[config.mk]
export PLATFORM = sky130hd
export DESIGN_NAME = axis_packet_arbiter
export DESIGN_NICKNAME = d
export VERILOG_FILES = /design/src/rtl/axis_packet_arbiter.sv
export SDC_FILE = /design/constraint.sdc
export NUM_CORES = 1
export LEC_CHECK = 0
export ABC_CLOCK_PERIOD_IN_PS = 1700
export BUFFER_PORTS_ARGS = -buffer_cell sky130_fd_sc_hd__buf_2
export CAP_MARGIN = 40
export CORE_MARGIN = 2
export CORE_UTILIZATION = 38
export DETAILED_ROUTE_END_ITERATION = 7
export PLACE_DENSITY = 0.81
export SLEW_MARGIN = 40
export SYNTH_ARGS = -nofsm -noshare
export SYNTH_HDL_FRONTEND = slang
export SYNTH_SLANG_ARGS = --single-unit
export TNS_END_PERCENT = 10
[constraint.sdc]
create_clock -name clk -period 1.7 [get_ports clk]
set_input_delay 0.34 -clock clk [delete_from_list [all_inputs] [get_ports clk]]
set_output_delay 0.34 -clock clk [all_outputs]
set_load 0.03 [all_outputs]
[src/rtl/axis_packet_arbiter.sv]
// Round-robin, packet-granular merge of NUM_INPUTS AXI-Stream sources onto one master stream.
// One idle arbitration cycle between packets; zero-latency combinational data path while a packet is locked.
module axis_packet_arbiter #(
  parameter int TDATA_WIDTH = 32,
  parameter int NUM_INPUTS  = 2,
  parameter int GRANT_WIDTH = $clog2(NUM_INPUTS)
) (
  input  logic                              clk,
  input  logic                              resetn,
  input  logic [NUM_INPUTS*TDATA_WIDTH-1:0] s_axis_tdata,
  input  logic [NUM_INPUTS-1:0]             s_axis_tlast,
  input  logic [NUM_INPUTS-1:0]             s_axis_tvalid,
  output logic [NUM_INPUTS-1:0]             s_axis_tready,
  output logic [TDATA_WIDTH-1:0]            m_axis_tdata,
  output logic                              m_axis_tlast,
  output logic                              m_axis_tvalid,
  input  logic                              m_axis_tready,
  output logic [GRANT_WIDTH-1:0]            grant_idx,
  output logic                              busy,
  output logic [31:0]                       pkt_count
);

  typedef enum logic {IDLE, BUSY} state_t;

  state_t                 state;
  logic [GRANT_WIDTH-1:0] last_grant;
  logic                   arb_found;
  logic [GRANT_WIDTH-1:0] arb_idx;
  logic                   pkt_end;
  logic [TDATA_WIDTH-1:0] in_tdata [NUM_INPUTS];

  for (genvar i = 0; i < NUM_INPUTS; i++) begin : g_unpack
    assign in_tdata[i] = s_axis_tdata[i*TDATA_WIDTH +: TDATA_WIDTH];
  end

  // base + offset wrapped into 0..NUM_INPUTS-1; offset never exceeds NUM_INPUTS
  function automatic logic [GRANT_WIDTH-1:0] rr_index(input logic [GRANT_WIDTH-1:0] base,
                                                      input int offset);
    int sum;
    sum = int'(base) + offset;
    if (sum >= NUM_INPUTS) sum = sum - NUM_INPUTS;
    return sum[GRANT_WIDTH-1:0];
  endfunction

  // Scan starts one past the previous winner, so the last served input ranks lowest.
  always_comb begin
    arb_found = 1'b0;
    arb_idx   = '0;
    for (int k = 1; k <= NUM_INPUTS; k++) begin
      if (!arb_found && s_axis_tvalid[rr_index(last_grant, k)]) begin
        arb_found = 1'b1;
        arb_idx   = rr_index(last_grant, k);
      end
    end
  end

  always_comb begin
    m_axis_tdata  = in_tdata[grant_idx];
    m_axis_tlast  = busy & s_axis_tlast[grant_idx];
    m_axis_tvalid = busy & s_axis_tvalid[grant_idx];
    s_axis_tready = '0;
    if (busy) s_axis_tready[grant_idx] = m_axis_tready;
  end

  assign pkt_end = m_axis_tvalid & m_axis_tready & m_axis_tlast;

  always_ff @(posedge clk or negedge resetn) begin
    if (!resetn) begin
      state      <= IDLE;
      busy       <= 1'b0;
      grant_idx  <= '0;
      last_grant <= GRANT_WIDTH'(NUM_INPUTS - 1);
      pkt_count  <= '0;
    end else begin
      case (state)
        IDLE: begin
          if (arb_found) begin
            state     <= BUSY;
            busy      <= 1'b1;
            grant_idx <= arb_idx;
          end
        end
        BUSY: begin
          if (pkt_end) begin
            state      <= IDLE;
            busy       <= 1'b0;
            last_grant <= grant_idx;
            pkt_count  <= pkt_count + 32'd1;
          end
        end
        default: begin
          state <= IDLE;
          busy  <= 1'b0;
        end
      endcase
    end
  end

`ifndef SYNTHESIS
  a_single_ready: assert property (@(posedge clk) disable iff (!resetn) $onehot0(s_axis_tready));
`endif

endmodule
==> key figures, run 1 <==
Outcome
  • Status: finished, violations left
  • Failing checks: setup timing

STA
  • Measured slew at the worst slew-check pin: 0.4578 ns
  • Clock Skew: 0.006112 ns
  • Min Tclk post-route: between 1.5 and 2 ns
  • Setup slack after layout: -0.1538 ns
  • Final worst-path cycle share: 1.090
  • Hold slack: between 0.07 and 0.08 ns
  • RSZ-0062 raised after global routing: true
  • Fmax: 539.4 MHz
  • Final hold violation count: 0
  • Endpoints failing setup: 43
  • Fin Setup TNS: -4.014 ns
  • Slew HR: 0.6948
  • Slew Limit Fails: 0

Yosys
  • Synth Area in Compound Gates: 0.03121
  • #FFs+latches synth: 36
  • Largest family of logic cells by synthesized area: simple AND/OR/NAND/NOR gates
  • EDFF count, synth: 0
  • Post-synthesis net count: between 200 and 300
  • Post-Synthesis Cell Area: between 2000 and 2500 um^2
  • Synth async-reset ratio: 1.000
  • Post-synthesis simple-gate area fraction: 0.1902
  • Post-synth top area cell: dfrtp_1
  • Post-Synth XOR/XNOR Area: 0.1278
  • Syn Area/Cell: 10.62 um^2
  • Synth unique cells: 33
  • Yosys warning count: 0
  • Post-synthesis mux area share: 0.1896
  • Synthesized-area fraction occupied by adder cells: 0.005889
  • Cell count after synthesis: 200
  • Post-synth top area share: 0.4122
  • Top cells by area, synth: dfrtp_1 41%, mux2_2 18%, xor2_1 8.7%
  • Part of the Yosys area used for sequential elements: 0.4246
  • Prevailing post-synth register cell: dfrtp_1

Worst setup path
  • Register-to-Register Path Depth: 6
  • Crit end category: output port
  • CP startpoint kind: flip-flop
  • CP arrival: 1.51 ns
  • Flop2flop setup slack: -0.08 ns
  • Critical Path RT: 1.36 ns
  • CP Launch Point: grant_idx$_DFFE_PN0P_
  • CP endpoint: m_axis_tdata[18]
  • WS Path Type: flip-flop to output port
  • Largest fanout on the critical path: 8
  • Reg-to-Reg End: pkt_count[10]$_DFFE_PN0P_
  • Worst flop-to-flop path startpoint: grant_idx$_DFFE_PN0P_

Die
  • IO Pins: 141
  • Die width: between 70 and 80 um
  • Core Box Area: 5439 um^2
  • Die area: slightly above 6000 um^2
  • Rows: 27
  • Starting Density: 0.3906
  • Die H: approximately 79 um

Cells and area
  • Finished Layout Cells: 450
  • Layout cell share with drive strength beyond 1: 0.6984
  • Area grow syn2layout: 82.21%
  • Ant diodes: 0
  • Nets: 449

Detailed routing
  • Via/cell ratio: a little over 5
  • Drt first-iter violations: 70
  • Routed Wire Length: 7.750 mm
  • Drt pass-1 iters: 4
  • Residual DRC: 0
  • Final antenna-violating net count: 0
  • Routed WL per cell: 17.22 um
  • Via count: 2323

Global route
  • Largest net degree at the start of global routing: 37
  • Antenna violations before repair: 0
  • Grt ovf: 0
  • Vias in the first global route: roughly 2300
  • Global Route Usage Sum: 0.2320
  • First-pass GRT wire length: roughly 11 mm

Clock tree
  • CTS Buf Count: 5
  • TritonCTS clock tree: yes
  • Hold Buf Count CTS: 0
  • Root Buffer: clkbuf_8
  • Worst-Skew Late Latency: 0.29 ns
  • H-tree levels: 2
  • Clk buf depth: 2
  • CTS sink count: 36
  • CTS clock-pin slew for the worst setup and hold paths: 0.07 ns

Power
  • Leakage: roughly 2.1 nW
  • Final Power: 4.404 mW
  • Peak VDD IR: approximately 0.9 mV
  • Power per cell area: 1138 nW/um^2

Place
  • Setup slack at placement: -0.1174 ns
  • Dpl hpwl: 5.118 mm
  • Input/output buffers: 140
  • RePlAce Congestion: 0.8603
  • Placed cells: 432

Run
  • Max Cap Viol: 0

Worst hold path
  • Hold WC Path Type: input pin to asynchronous set/reset pin
per-layer routing:
layer,up-vias,part of all wire,global-route usage
met4,0,0.017,0.06140
met5,-,0,0
met2,86,0.52,0.4026
met1,1138,0.41,0.2922
met3,15,0.051,0.05114
li1,1084,-,-
worst min-delay path by stage:
stage                 from                         to  slack (ns)  cells past startpoint
floorplan           resetn           busy$_DFFE_PN0P_        0.04                      0
CTS                 resetn  pkt_count[15]$_DFFE_PN0P_         0.1                      2
finish              resetn   pkt_count[7]$_DFFE_PN0P_        0.07                      2
detailed placement  resetn  pkt_count[15]$_DFFE_PN0P_        0.40                      2
global placement    resetn           busy$_DFFE_PN0P_        0.40                      2
global route        resetn   pkt_count[8]$_DFFE_PN0P_        0.12                      2
area by class of cell:
cell class	instances	area [um^2]
Clock buffer	8	80.08
Timing Repair Buffer	179	1329
Inverter	6	22.52
Fill cell	381	1568
Sequential cell	36	918.4
Tap cell	72	90.09
Multi-Input combinational cell	149	1431
placed cells by master, fill, tap and decap left out, types with 3 or more instances in the layout:
master,count
nor3_1,3
clkbuf_1,3
inv_1,6
nor3_2,3
clkbuf_8,5
buf_6,38
dfrtp_1,22
nand2_1,13
nand3_1,9
buf_2,106
mux2_4,5
buf_12,4
mux2_2,29
and3_1,8
dfrtp_2,13
buf_4,28
nor4_4,10
xor2_1,21
nand4_1,7
nor2_1,4
xnor2_1,9
cells in the mapped netlist (2+ instances only):
library cell	count
inv_1	6
nand3_1	10
nand4_1	7
nor4_1	13
mux2_2	34
xnor2_1	10
buf_1	4
clkbuf_1	3
a211oi_1	2
and4_1	2
xor2_1	21
dfrtp_1	35
mux2i_1	2
nor2_1	6
nand2_1	15
and3_1	8
nor3_1	6
metrics by stage:
| stage | util | cell area [um^2] |
|---|---|---|
| after floorplan | - | 2273 |
| after global placement | 0.5990 | 3258 |
| after detailed placement | 0.5990 | 3258 |
| after CTS | 0.6754 | 3674 |
| after global routing | 0.7118 | 3871 |
| final | 0.7118 | 3871 |
power breakdown:
group | total, mW | switching [mW] | internal (mW)
logic | 2.74 | 1.38 | 1.36
registers | 1.07 | 0.113 | 0.956
clock network | 0.593 | 0.302 | 0.291
total | 4.40 | 1.80 | 2.61
state kept, by name, summed over array words and instances (netlist names):
signal and cells:
pkt_count 32, busy 1, grant_idx 1, last_grant 1, state 1
kinds of logic after synthesis:
group / Yosys count
compound gates: 8
xor+xnor: 31
flops: 36
buf+inv: 15
mux: 36
fa+ha+maj: 1
simple gates: 73
critical path: stages (launching register included):
cell       delay [ns]
dfrtp_2          0.44
buf_6            0.14
clkbuf_16        0.15
mux2_2           0.35
buf_6            0.14
timing repair:
| item | 4_1_cts | 5_1_grt |
|---|---|---|
| setup endpoints to repair | 46 | 67 |
| pin swaps | 15 | 18 |
| gates cloned | 2 | 1 |
| buffers inserted | 6 | 2 |
| resized for setup | 65 | 39 |
Power figures use the tool's default switching activity.
==> run 2, diff against run 1 <==
--- a/config.mk
+++ b/config.mk
@@ -11,7 +11,7 @@
 export CORE_MARGIN = 2
 export CORE_UTILIZATION = 38
 export DETAILED_ROUTE_END_ITERATION = 7
-export PLACE_DENSITY = 0.81
+export PLACE_DENSITY = 0.77
 export SLEW_MARGIN = 40
 export SYNTH_ARGS = -nofsm -noshare
 export SYNTH_HDL_FRONTEND = slang
==> key figures, run 2 (synthesis gave the netlist of run 1 again) <==
Outcome
  • Status: finished, violations left
  • Failing checks: setup timing

Cells and area
  • Fill cell count: about 400
  • Area grow syn2layout: 87.22%
  • Nets: 451
  • Largest reg by FF count: pkt_count
  • Finished Layout Cells: ~450
  • Commonest non-fill, non-tap cell in the layout: buf_2
  • Utilization after layout: 0.7313
  • Ant diodes: 0
  • Most frequent cells in the layout: 106 x buf_2, 36 x buf_6, 32 x buf_4, 22 x dfrtp_1, 21 x xor2_1
  • Max reg flops: 32
  • Layout cell share with drive strength beyond 1: 0.7132

Worst hold path
  • Hold WC Path Type: input pin to asynchronous set/reset pin

Die
  • Core Box Area: 5439 um^2
  • Rows: 27
  • IO Pins: 141
  • Die width: 78.77 um
  • Die area: ~6200 um^2
  • Die H: 78.77 um
  • Starting Density: 0.3906

Place
  • RePlAce Congestion: 0.8692
  • Placed cells: 432
  • Dpl hpwl: 4.992 mm
  • Input/output buffers: 140

STA
  • Final hold violation count: 0
  • Slew Limit Fails: 0
  • Final worst-path cycle share: 1.060
  • Measured slew at the worst slew-check pin: just over 0.5 ns
  • Setup slack after layout: -0.1015 ns
  • RSZ-0062 raised after global routing: true
  • Clock Skew: about 0.01 ns
  • Hold slack: between 0.08 and 0.09 ns
  • Min Tclk post-route: 1.801 ns
  • Fmax: 555.1 MHz
  • Endpoints failing setup: 42
  • Slew HR: 0.6532

Clock tree
  • CTS Buf Count: 5
  • CTS clock-pin slew for the worst setup and hold paths: ~0.08 ns
  • CTS sink count: 36
  • Clk buf depth: 2
  • H-tree levels: 2
  • Hold Buf Count CTS: 0
  • Root Buffer: clkbuf_8
  • TritonCTS clock tree: yes
  • Worst-Skew Late Latency: 0.29 ns

Worst setup path
  • Flop2flop setup slack: -0.06 ns
  • Crit end category: output port
  • CP arrival: 1.46 ns
  • CP endpoint: m_axis_tdata[29]
  • CP startpoint kind: flip-flop
  • Reg-to-Reg End: pkt_count[12]$_DFFE_PN0P_
  • Largest fanout on the critical path: 8
  • Register-to-Register Path Depth: 6
  • CP Launch Point: grant_idx$_DFFE_PN0P_
  • Critical Path RT: around 1.4 ns
  • Worst flop-to-flop path startpoint: grant_idx$_DFFE_PN0P_
  • WS Path Type: flip-flop to output port

Detailed routing
  • Drt pass-1 iters: 5
  • Routed WL per cell: around 17 um
  • Via/cell ratio: 5.199
  • Via count: between 2000 and 2500
  • Final antenna-violating net count: 0
  • Residual DRC: 0
  • Drt first-iter violations: 86
  • Routed Wire Length: 7.803 mm

Power
  • Power per cell area: 1131 nW/um^2
  • Leakage: 2.205 nW
  • Peak VDD IR: 1.003 mV

Global route
  • Largest net degree at the start of global routing: 37
  • First-pass GRT wire length: 11.62 mm
  • Global Route Usage Sum: 0.2372
  • Vias in the first global route: 2388
  • Grt ovf: 0
  • Antenna violations before repair: 0

Run
  • Max Cap Viol: 0
## run 2: cell count changes in the layout (fill, tap and decap cells not counted), moves of 2 or more
cell       change
buf_4          +4
clkbuf_16      +2
mux2_2        -10
mux2_4        +10
buf_6          -2
clkinv_2       +2
clkbuf_1       -3
## run 2: where the power goes
group / internal, mW / total, mW / switching, mW
Clock: 0.286 / 0.608 / 0.323
Combinational: 1.39 / 2.84 / 1.45
Sequential: 0.955 / 1.05 / 0.0956
## run 2: layout make-up
class / count / area (um^2) / share of cell area
multi-input combinational: 149 / 1520 / 0.3822
clock inverter: 3 / 18.77 / 0.004718
inverter: 6 / 22.52 / 0.005662
clock buffer: 5 / 68.82 / 0.01730
sequential: 36 / 918.4 / 0.2309
timing repair buffer: 181 / 1339 / 0.3366
tap: 72 / 90.09 / 0.02265
## run 2: stage by stage
step	worst slack (ns)	power, mW	TNS (ns)	area [um^2]
2_1_floorplan	-0.1833	2.481	-2.406	2273
3_3_place_gp	-0.03280	3.013	-0.1279	3258
3_5_place_dp	-0.1383	3.045	-0.5626	3258
4_1_cts	-0.08544	4.169	-1.394	3714
5_1_grt	-0.1288	4.679	-4.701	3978
6_report	-0.1015	4.498	-2.941	3978
## run 2: worst max-delay path, stage by stage (launching register included)
cell	delay, ns
dfrtp_2	0.43
buf_6	0.14
clkbuf_16	0.16
mux2_4	0.30
buf_6	0.14
## run 2: worst min path at each step
stage | slack, ns | end
after global routing | 0.13 | pkt_count[30]$_DFFE_PN0P_
after global placement | 0.40 | pkt_count[14]$_DFFE_PN0P_
after CTS | 0.1 | pkt_count[22]$_DFFE_PN0P_
after detailed placement | 0.41 | pkt_count[16]$_DFFE_PN0P_
final | 0.08 | pkt_count[16]$_DFFE_PN0P_
after floorplan | 0.04 | busy$_DFFE_PN0P_
## run 2: repair_timing
item / CTS / global route
pin swaps: 11 / 23
buffers inserted: 1 / 7
resized for setup: 89 / 29
gates cloned: 1 / 3
endpoints found under the setup margin: 47 / 65
## run 2: metal layers
layer | vias to the layer above | part of all wire | routed length (um) | GRT usage
met5 | - | 0 | 0 | 0
li1 | 1087 | - | - | -
met2 | 94 | 0.50 | 3921 | 0.4068
met3 | 15 | 0.058 | 449 | 0.05114
met4 | 0 | 0.013 | 102 | 0.05965
met1 | 1154 | 0.43 | 3329 | 0.3052
